===== src/rtl/gumnut_alu_pkg.sv =====
// Shared encodings for the Gumnut sequential ALU: function codes for both op
// classes and the controller state type.
package gumnut_alu_pkg;

    localparam logic [2:0] FN_ADD  = 3'd0;
    localparam logic [2:0] FN_ADDC = 3'd1;
    localparam logic [2:0] FN_SUB  = 3'd2;
    localparam logic [2:0] FN_SUBC = 3'd3;
    localparam logic [2:0] FN_AND  = 3'd4;
    localparam logic [2:0] FN_OR   = 3'd5;
    localparam logic [2:0] FN_XOR  = 3'd6;
    localparam logic [2:0] FN_MASK = 3'd7;

    localparam logic [1:0] SH_SHL = 2'd0;
    localparam logic [1:0] SH_SHR = 2'd1;
    localparam logic [1:0] SH_ROL = 2'd2;
    localparam logic [1:0] SH_ROR = 2'd3;

    typedef enum logic [1:0] {
        ST_IDLE  = 2'd0,
        ST_SHIFT = 2'd1,
        ST_DONE  = 2'd2
    } state_t;

endpackage


===== src/rtl/gumnut_alu_arith.sv =====
// Combinational add/sub/logic core. Returns {carry, value}; for subtraction
// the top bit is the borrow, for logic ops it is always 0.
module gumnut_alu_arith
    import gumnut_alu_pkg::*;
#(
    parameter int DATA_W = 8
) (
    input  logic [2:0]        func,
    input  logic [DATA_W-1:0] a,
    input  logic [DATA_W-1:0] b,
    input  logic              cin,
    output logic [DATA_W:0]   res
);

    logic [DATA_W:0] a_x;
    logic [DATA_W:0] b_x;
    logic [DATA_W:0] c_x;

    assign a_x = {1'b0, a};
    assign b_x = {1'b0, b};
    assign c_x = {{DATA_W{1'b0}}, cin};

    // DATA_W+1 bit wrap makes the top bit the carry on add and the borrow on sub
    always_comb begin
        res = '0;
        case (func)
            FN_ADD:  res = a_x + b_x;
            FN_ADDC: res = a_x + b_x + c_x;
            FN_SUB:  res = a_x - b_x;
            FN_SUBC: res = a_x - b_x - c_x;
            FN_AND:  res = {1'b0, a & b};
            FN_OR:   res = {1'b0, a | b};
            FN_XOR:  res = {1'b0, a ^ b};
            FN_MASK: res = {1'b0, a & ~b};
            default: res = '0;
        endcase
    end

endmodule


===== src/rtl/gumnut_alu_seq.sv =====
// Registered Gumnut ALU with start/busy/done handshake; arith/logic in one
// cycle, shifts and rotates one bit per clock with persistent C/Z flags.
//
// state | meaning
// IDLE  | waiting for start; operands sampled on acceptance
// SHIFT | one 1-bit step per cycle, cnt counts down to 1
// DONE  | one-cycle done pulse, result and flags valid
module gumnut_alu_seq
    import gumnut_alu_pkg::*;
#(
    parameter int DATA_W  = 8,
    parameter int SHAMT_W = $clog2(DATA_W)
) (
    input  logic               clk,
    input  logic               rst_n,
    input  logic               start,
    input  logic               op_shift,
    input  logic [2:0]         func,
    input  logic [DATA_W-1:0]  rs_val,
    input  logic [DATA_W-1:0]  op2,
    input  logic [SHAMT_W-1:0] shamt,
    output logic               busy,
    output logic               done,
    output logic [DATA_W-1:0]  result,
    output logic               zero_flag,
    output logic               carry_flag
);

    state_t              state;
    state_t              state_nxt;
    logic [DATA_W-1:0]   sh_reg;
    logic [SHAMT_W-1:0]  cnt;
    logic [1:0]          sh_func;
    logic [DATA_W:0]     arith_res;
    logic [DATA_W-1:0]   step_val;
    logic                step_out;
    logic                accept;
    logic                last_step;

    assign accept    = (state == ST_IDLE) && start;
    assign last_step = (state == ST_SHIFT) && (cnt == SHAMT_W'(1));
    assign busy      = (state != ST_IDLE);
    assign done      = (state == ST_DONE);

    gumnut_alu_arith #(.DATA_W(DATA_W)) u_arith (
        .func (func),
        .a    (rs_val),
        .b    (op2),
        .cin  (carry_flag),
        .res  (arith_res)
    );

    always_comb begin
        step_val = sh_reg;
        step_out = 1'b0;
        case (sh_func)
            SH_SHL: begin step_val = {sh_reg[DATA_W-2:0], 1'b0};          step_out = sh_reg[DATA_W-1]; end
            SH_SHR: begin step_val = {1'b0, sh_reg[DATA_W-1:1]};          step_out = sh_reg[0];        end
            SH_ROL: begin step_val = {sh_reg[DATA_W-2:0], sh_reg[DATA_W-1]}; step_out = sh_reg[DATA_W-1]; end
            SH_ROR: begin step_val = {sh_reg[0], sh_reg[DATA_W-1:1]};     step_out = sh_reg[0];        end
            default: ;
        endcase
    end

    always_comb begin
        state_nxt = state;
        case (state)
            ST_IDLE: begin
                if (start) begin
                    if (op_shift && (shamt != '0)) state_nxt = ST_SHIFT;
                    else                           state_nxt = ST_DONE;
                end
            end
            ST_SHIFT: if (cnt == SHAMT_W'(1)) state_nxt = ST_DONE;
            ST_DONE:  state_nxt = ST_IDLE;
            default:  state_nxt = ST_IDLE;
        endcase
    end

    always_ff @(posedge clk or negedge rst_n) begin
        if (!rst_n) state <= ST_IDLE;
        else        state <= state_nxt;
    end

    // result/flags are only written on the edge that enters DONE
    always_ff @(posedge clk or negedge rst_n) begin
        if (!rst_n) begin
            sh_reg     <= '0;
            cnt        <= '0;
            sh_func    <= SH_SHL;
            result     <= '0;
            zero_flag  <= 1'b0;
            carry_flag <= 1'b0;
        end else if (accept) begin
            sh_reg  <= rs_val;
            cnt     <= shamt;
            sh_func <= func[1:0];
            if (!op_shift) begin
                result     <= arith_res[DATA_W-1:0];
                carry_flag <= arith_res[DATA_W];
                zero_flag  <= (arith_res[DATA_W-1:0] == '0);
            end else if (shamt == '0) begin
                result     <= rs_val;
                carry_flag <= 1'b0;
                zero_flag  <= (rs_val == '0);
            end
        end else if (state == ST_SHIFT) begin
            sh_reg <= step_val;
            cnt    <= cnt - SHAMT_W'(1);
            if (last_step) begin
                result     <= step_val;
                carry_flag <= step_out;
                zero_flag  <= (step_val == '0);
            end
        end
    end

endmodule


===== config.mk =====
export PLATFORM = sky130hd
export DESIGN_NAME = gumnut_alu_seq
export DESIGN_NICKNAME = d
export VERILOG_FILES = /design/src/rtl/gumnut_alu_pkg.sv /design/src/rtl/gumnut_alu_arith.sv /design/src/rtl/gumnut_alu_seq.sv
export SDC_FILE = /design/constraint.sdc
export NUM_CORES = 1
export LEC_CHECK = 0
export CORE_MARGIN = 1.5
export CORE_UTILIZATION = 38
export DETAILED_ROUTE_END_ITERATION = 6
export GPL_ROUTABILITY_DRIVEN = 0
export PLACE_DENSITY = 0.65
export SKIP_LAST_GASP = 1
export SYNTH_ARGS = -nofsm -noshare
export SYNTH_HDL_FRONTEND = slang
export SYNTH_SLANG_ARGS = --single-unit

===== constraint.sdc =====
create_clock -name clk -period 2.55 [get_ports clk]
set_clock_uncertainty 0.05 [all_clocks]
set_input_delay 0.3825 -clock clk [delete_from_list [all_inputs] [get_ports clk]]
set_output_delay 0.3825 -clock clk [all_outputs]
set_load 0.01 [all_outputs]

* Yosys cells after proc, flatten, opt, wreduce, memory -nomap -nowiden
Index checks and enable logic that the tools add are counted.
Word-level totals: RAM bits 0, logic and storage cells 77, memories 0, ROM bits 0, latch bits 0, bits in registers 25, bits of input ports 26, output and inout port bits 12
Operators by class: reductions and logical operators 18, mux-type cells 26, bitwise logic cells 5, multipliers 0, equality and inequality tests 16, shift-type cells 0, add/subtract/negate cells 5, magnitude comparators 0, divide/modulo/power cells 0
Operator list (count):
- one-hot mux 9 bit (8 select lines) | 1
- 2-to-1 mux 8 bit | 7
- one-hot mux 8 bit (4 select lines) | 1
- zero test 8 bit | 3
- bitwise AND 8 bit | 2
- == test 3 bit, second input constant | 4
- 2-to-1 mux 1 bit | 10
- adder 8 x 8 -> 9 bit | 1
- adder 9 x 1 -> 9 bit | 1
- subtractor 8 x 8 -> 9 bit | 1
- subtractor 9 x 1 -> 9 bit | 1
- NOT 8 bit | 1
- OR 8 bit | 1
- XOR 8 bit | 1
- == test 2 bit, second input constant | 3
- == test 3 x 1 -> 1 bit, second input constant | 2
- == test 3 x 2 -> 1 bit, second input constant | 2
- zero test 3 bit | 2
- 2-to-1 mux 2 bit | 3
- 2-to-1 mux 3 bit | 2
- nonzero test 2 bit | 3
- == test 2 x 1 -> 1 bit, second input constant | 2
- zero test 2 bit | 2
- one-hot mux 2 bit (2 select lines) | 1
- other kinds (10) | 13

* Depth between registers and ports, before layout
depth after elaboration 6, depth in mapped cells 13

* Modules after synthesis
A second synthesis with hierarchy kept.
Second synthesis, totals: cells, all modules 429, area, all modules 3339.5 um^2
By module, submodules not included:
- gumnut_alu_arith | instances 1, cells each 277, area an instance 1861.8 um^2
- gumnut_alu_seq | instances 1, cells each 152, area an instance 1477.7 um^2

* Worst setup path before layout
OpenSTA, ideal clock, no wires.
kind input to register, start point input rs_val[0], end point register zero_flag, path slack -452 ps, arrival 2857 ps, required time 2405 ps, cell stages on the path 11, path buffers 0, path through inv_1 > ha_1 > fa_1 > nor3_2 > or4_4 > nand4_4 > a2111oi_4 > mux2_4 > o31ai_4 > a22oi_1 > o31ai_1
On the way: word-level cells in the longest chain between the ends 6
RTL lines:
- start: declaration | line gumnut_alu_seq.sv:19 | input logic [DATA_W-1:0] rs_val,
- subtractor 8 x 8 -> 9 bit or adder 8 x 8 -> 9 bit (tied branches)
- subtractor 9 x 1 -> 9 bit or adder 9 x 1 -> 9 bit (tied branches) | line gumnut_alu_arith.sv:30, gumnut_alu_arith.sv:28
- one-hot mux 9 bit (8 select lines) | line gumnut_alu_arith.sv:26 | case (func)
- zero test 8 bit | line gumnut_alu_seq.sv:101 | zero_flag <= (arith_res[DATA_W-1:0] == '0);
- 2-to-1 mux 1 bit (*) | line gumnut_alu_seq.sv:98 | if (!op_shift) begin
- 2-to-1 mux 1 bit (*) | line gumnut_alu_seq.sv:94 | end else if (accept) begin
- end signal: assignment | line gumnut_alu_seq.sv:101
- end signal: assignment | line gumnut_alu_seq.sv:105 | zero_flag <= (rs_val == '0);
- end signal: assignment | line gumnut_alu_seq.sv:113 | zero_flag <= (step_val == '0);
- end: declaration | line gumnut_alu_seq.sv:25 | output logic zero_flag,
Every way passes the cells marked *; elsewhere a longest branch is shown, timed or not. The select of a mux whose other input is x is not followed. A chain may end at the register's enable or synchronous reset.

* Final worst setup path
start point input op2[0], end point register zero_flag
On the way: word-level cells in the longest chain between the ends 6
RTL lines:
- start: declaration | line gumnut_alu_seq.sv:20 | input logic [DATA_W-1:0] op2,
- subtractor 8 x 8 -> 9 bit (tied with other cells) | line gumnut_alu_arith.sv:29, gumnut_alu_arith.sv:30
- subtractor 9 x 1 -> 9 bit (tied with other cells) | line gumnut_alu_arith.sv:30 | FN_SUBC: res = a_x - b_x - c_x;
- one-hot mux 9 bit (8 select lines) (*) | line gumnut_alu_arith.sv:26
- zero test 8 bit (*) | line gumnut_alu_seq.sv:101
- 2-to-1 mux 1 bit (*) | line gumnut_alu_seq.sv:98
- 2-to-1 mux 1 bit (*) | line gumnut_alu_seq.sv:94
Every way passes the cells marked *; elsewhere a longest branch is shown, timed or not.

==> results.py <==
metrics = {
    "logic_synthesis": {
        "synth_compound_area_share_pct": 31.06,
        "syn-cell-area_sq_mm": 0.003456,
        "ys_seq_area_share_pct": 18.10,
        "synth_top_family_by_area": "compound AO/OA/AOI/OAI gates",
        "synth-seq-cells": 25,
        "post-synth-top-area-cell": "dfrtp_1",
        "synth_top_area_share_pct": 18.10,
        "synth_edf_count": 0,
        "synthAdderAreaFrac_pct": 12.02,
        "yosys.area_share.xor_xnor_pct": 2.028,
        "async_flop_share_pct": 100.0,
        "yosys_most_used_dff": "dfrtp_1",
        "synth-simple-area-share_pct": 26.25,
        "yosysWarnings": 0,
        "syn_avg_cell_area_sq_um": 7.629,
        "synthesis.nets": 511,
        "synth_cells": 453,
        "ys_types": 78,
        "synth_area_leaders": "dfrtp_1 (18%), ha_1 (11%), nand2_1 (5.2%), o21ai_0 (4.8%), nor2_1 (4.3%)",
        "synthMuxAreaShare_pct": 3.910,
    },
    "sta": {
        "finalSetupTns_ns": -1.229,
        "setup_viol": 7,
        "rsz0062_at_grt": "true",
        "relSlewSlack_pct": 58.41,
        "worst_slack_ns": -0.2568,
        "clock.fmax_mhz": 356.3,
        "hold_viol_final": 0,
        "maxSlewViolCount": 0,
        "fin_crit_ns": 2.807,
        "worstMarginPinSlew_ns": 0.6215,
        "period_share_pct": 110.1,
    },
    "setup_path": {
        "cp-end-kind": "flip-flop",
        "cp-start-kind": "primary input",
        "critPathMaxFanout": 4,
        "worstPathRequired_ns": 2.69,
        "critical_path_class": "primary input to flip-flop",
        "cp.arrival_ns": 2.94,
    },
    "clocking": {
        "tritoncts": "yes",
        "clock_path_buffers": 2,
        "worstSkewPairLatency_ns": 0.27,
        "clk_pin_slew_ns": 0.09,
        "cts_num_sinks": 25,
        "cts-buffers-inserted": 3,
        "cts-root-buf": "clkbuf_8",
        "htree_levels": 1,
        "holdBufCountCts": 0,
    },
    "detailed_routing": {
        "wl_per_cell_um": 17.29,
        "route.detailed.drc": 0,
        "finalWirelength_um": 12360,
        "drtIter0Drc": 261,
        "drt-vias-per-instance": 5.797,
        "final_antenna_net_count": 0,
        "dr_total_vias": 4145,
        "first_pass_iters": 4,
    },
    "pwr": {
        "seq_power_share_pct": 25.3,
        "ir_drop_uv": 303.5,
        "p_leak_nw": 2.308,
        "power.density_mw_per_mm2": 570.4,
        "clkPwrFrac_pct": 7.8,
        "switching_power_mw": 1.351,
        "p_int_mw": 1.694,
        "combPwrFrac_pct": 66.9,
        "switching_share_pct": 44.37,
    },
    "global_route": {
        "grt_use_total_pct": 25.18,
        "grt_max_degree": 26,
        "grt_pass1_vias": 4154,
        "antenna_found_initial": 0,
        "grt_pass1_wl_um": 20050,
        "gr-total-overflow": 0,
    },
    "floorplanning": {
        "io_pins": 38,
        "rows": 34,
        "dieArea_sq_mm": 0.009676,
        "fp.dieH_um": 98.37,
        "core_area_sq_mm": 0.008763,
        "die_w_um": 98.37,
        "initial_core_util_pct": 39.43,
    },
    "outcome": {
        "outcome": "finished with violations",
        "violations": "setup timing",
    },
    "finish": {
        "syn2layout_area_growth_pct": 54.45,
        "drive_gt1_share_pct": 38.55,
        "stdcell_area_sq_mm": 0.005338,
        "fin_nets": 666,
        "n_antenna_cell": 0,
        "fillers": 779,
    },
    "job": {
        "maxCapViolCount": 0,
    },
    "place": {
        "post-place-ws_ns": -1.028,
        "buffer_ports.inserted": 37,
        "dpl_cell_area_sq_mm": 0.004750,
        "dpl.hpwl_um": 9574,
    },
    "min_path": {
        "min_path_type": "primary input to async pin",
    },
}
final cells by class:
| cell class | instances | area (sq um) | area share (%) |
|---|---|---|---|
| well taps | 108 | 135.1 | 2.532 |
| flip-flops and latches | 25 | 625.6 | 11.72 |
| repair buffers | 174 | 1413 | 26.46 |
| clock buffers | 4 | 45.04 | 0.8439 |
| multi-input cells | 372 | 2989 | 56.00 |
| inverters | 32 | 130.1 | 2.438 |
power groups by stage:
stage	Clock, mW	Sequential (mW)	Combinational (mW)
after floorplan	0	0.744	1.06
after global placement	0	0.765	1.78
after detailed placement	0	0.772	1.84
after CTS	0.245	0.765	1.95
after global routing	0.253	0.795	2.23
final	0.238	0.769	2.04
repair_timing:
action / 4_1_cts / 5_1_grt
endpoints found under the hold margin: 0 / 0
pin swaps: 39 / 31
gates resized for setup: 99 / 36
endpoints found under the setup margin: 10 / 9
setup buffers: 18 / 4
cloned: 0 / 0
through the flow:
| step | instances | power [mW] | utilization (%) | hold slack (ns) |
|---|---|---|---|---|
| floorplan | 453 | 1.804 | - | 0.03691 |
| global placement | 690 | 2.549 | 54.20 | 0.4161 |
| detailed placement | 690 | 2.610 | 54.20 | 0.4424 |
| CTS | 712 | 2.956 | 59.19 | 0.4239 |
| global route | 715 | 3.275 | 60.91 | 0.4418 |
| finish | 715 | 3.045 | 60.91 | 0.4191 |
worst max-delay path, stage by stage:
cell	delay (ns)
buf_6	0.09
buf_6	0.11
ha_4	0.16
fa_2	0.47
buf_12	0.16
xnor2_4	0.20
nand3_2	0.17
a2111oi_4	0.33
mux2_4	0.36
o31ai_4	0.20
a22oi_2	0.11
o31ai_1	0.19
metal layers:
metal | up-vias | part of all wire, % | routed length [um] | GRT usage, %
li1 | 1984 | - | - | -
met1 | 1960 | 43 | 5281 | 32.44
met2 | 158 | 49 | 6043 | 44.63
met3 | 43 | 4.8 | 597 | 1.432
met4 | 0 | 3.6 | 439 | 8.559
met5 | - | 0 | 0 | 0
cells in the mapped netlist (5+ instances only):
library cell  count
o211ai_1          8
clkbuf_1         17
dfrtp_1          25
nor4_1            5
nor3_1           12
inv_1            30
o22ai_1           6
o221ai_1          8
nand2b_1          6
nand2_1          48
a31oi_1           6
ha_1             30
nand3b_1          5
o21ai_0          33
nor2b_1           9
a211oi_1          7
a21oi_1          24
nand3_1          14
mux2i_1          12
xnor2_1           5
nor2_1           40
cell families (layout without fill, tap and decap cells):
group | count (synthesis) | in the layout
xor gates and xnor gates | 8 | 8
adders and majority gates | 32 | 32
muxes | 13 | 13
AOI/OAI and AO/OA | 145 | 145
buffers and inverters | 56 | 210
and+or+nand+nor | 174 | 174
DFF | 25 | 25
cells in the final DEF, fill, tap and decap left out, drive strengths merged, types with 6 or more instances in the layout:
cell type / n
buf: 143
nand2: 49
nor2: 40
o21ai: 36
inv: 31
ha: 30
dfrtp: 25
clkdlybuf4s50: 25
a21oi: 24
nand3: 15
nor3: 14
mux2i: 12
o211ai: 9
nor2b: 9
a211oi: 9
o221ai: 8
nand2b: 6
o22ai: 6
a31oi: 6
o31ai: 6
nand4: 6
clkbuf: 6
worst paths after layout:
kind                       startpoint        end  slack, ns  depth (start not counted)
max                            op2[0]  zero_flag      -0.26                         12
min in group clk            rs_val[0]  sh_reg[0]       0.43                          4
min                             rst_n     cnt[0]       0.42                          2
max reg2reg                carry_flag  zero_flag       0.26                          9
max in group asynchronous       rst_n  result[0]       1.78                          2
min reg2reg                 result[0]  result[0]       0.45                          2
(Power assumes the default switching activity.)
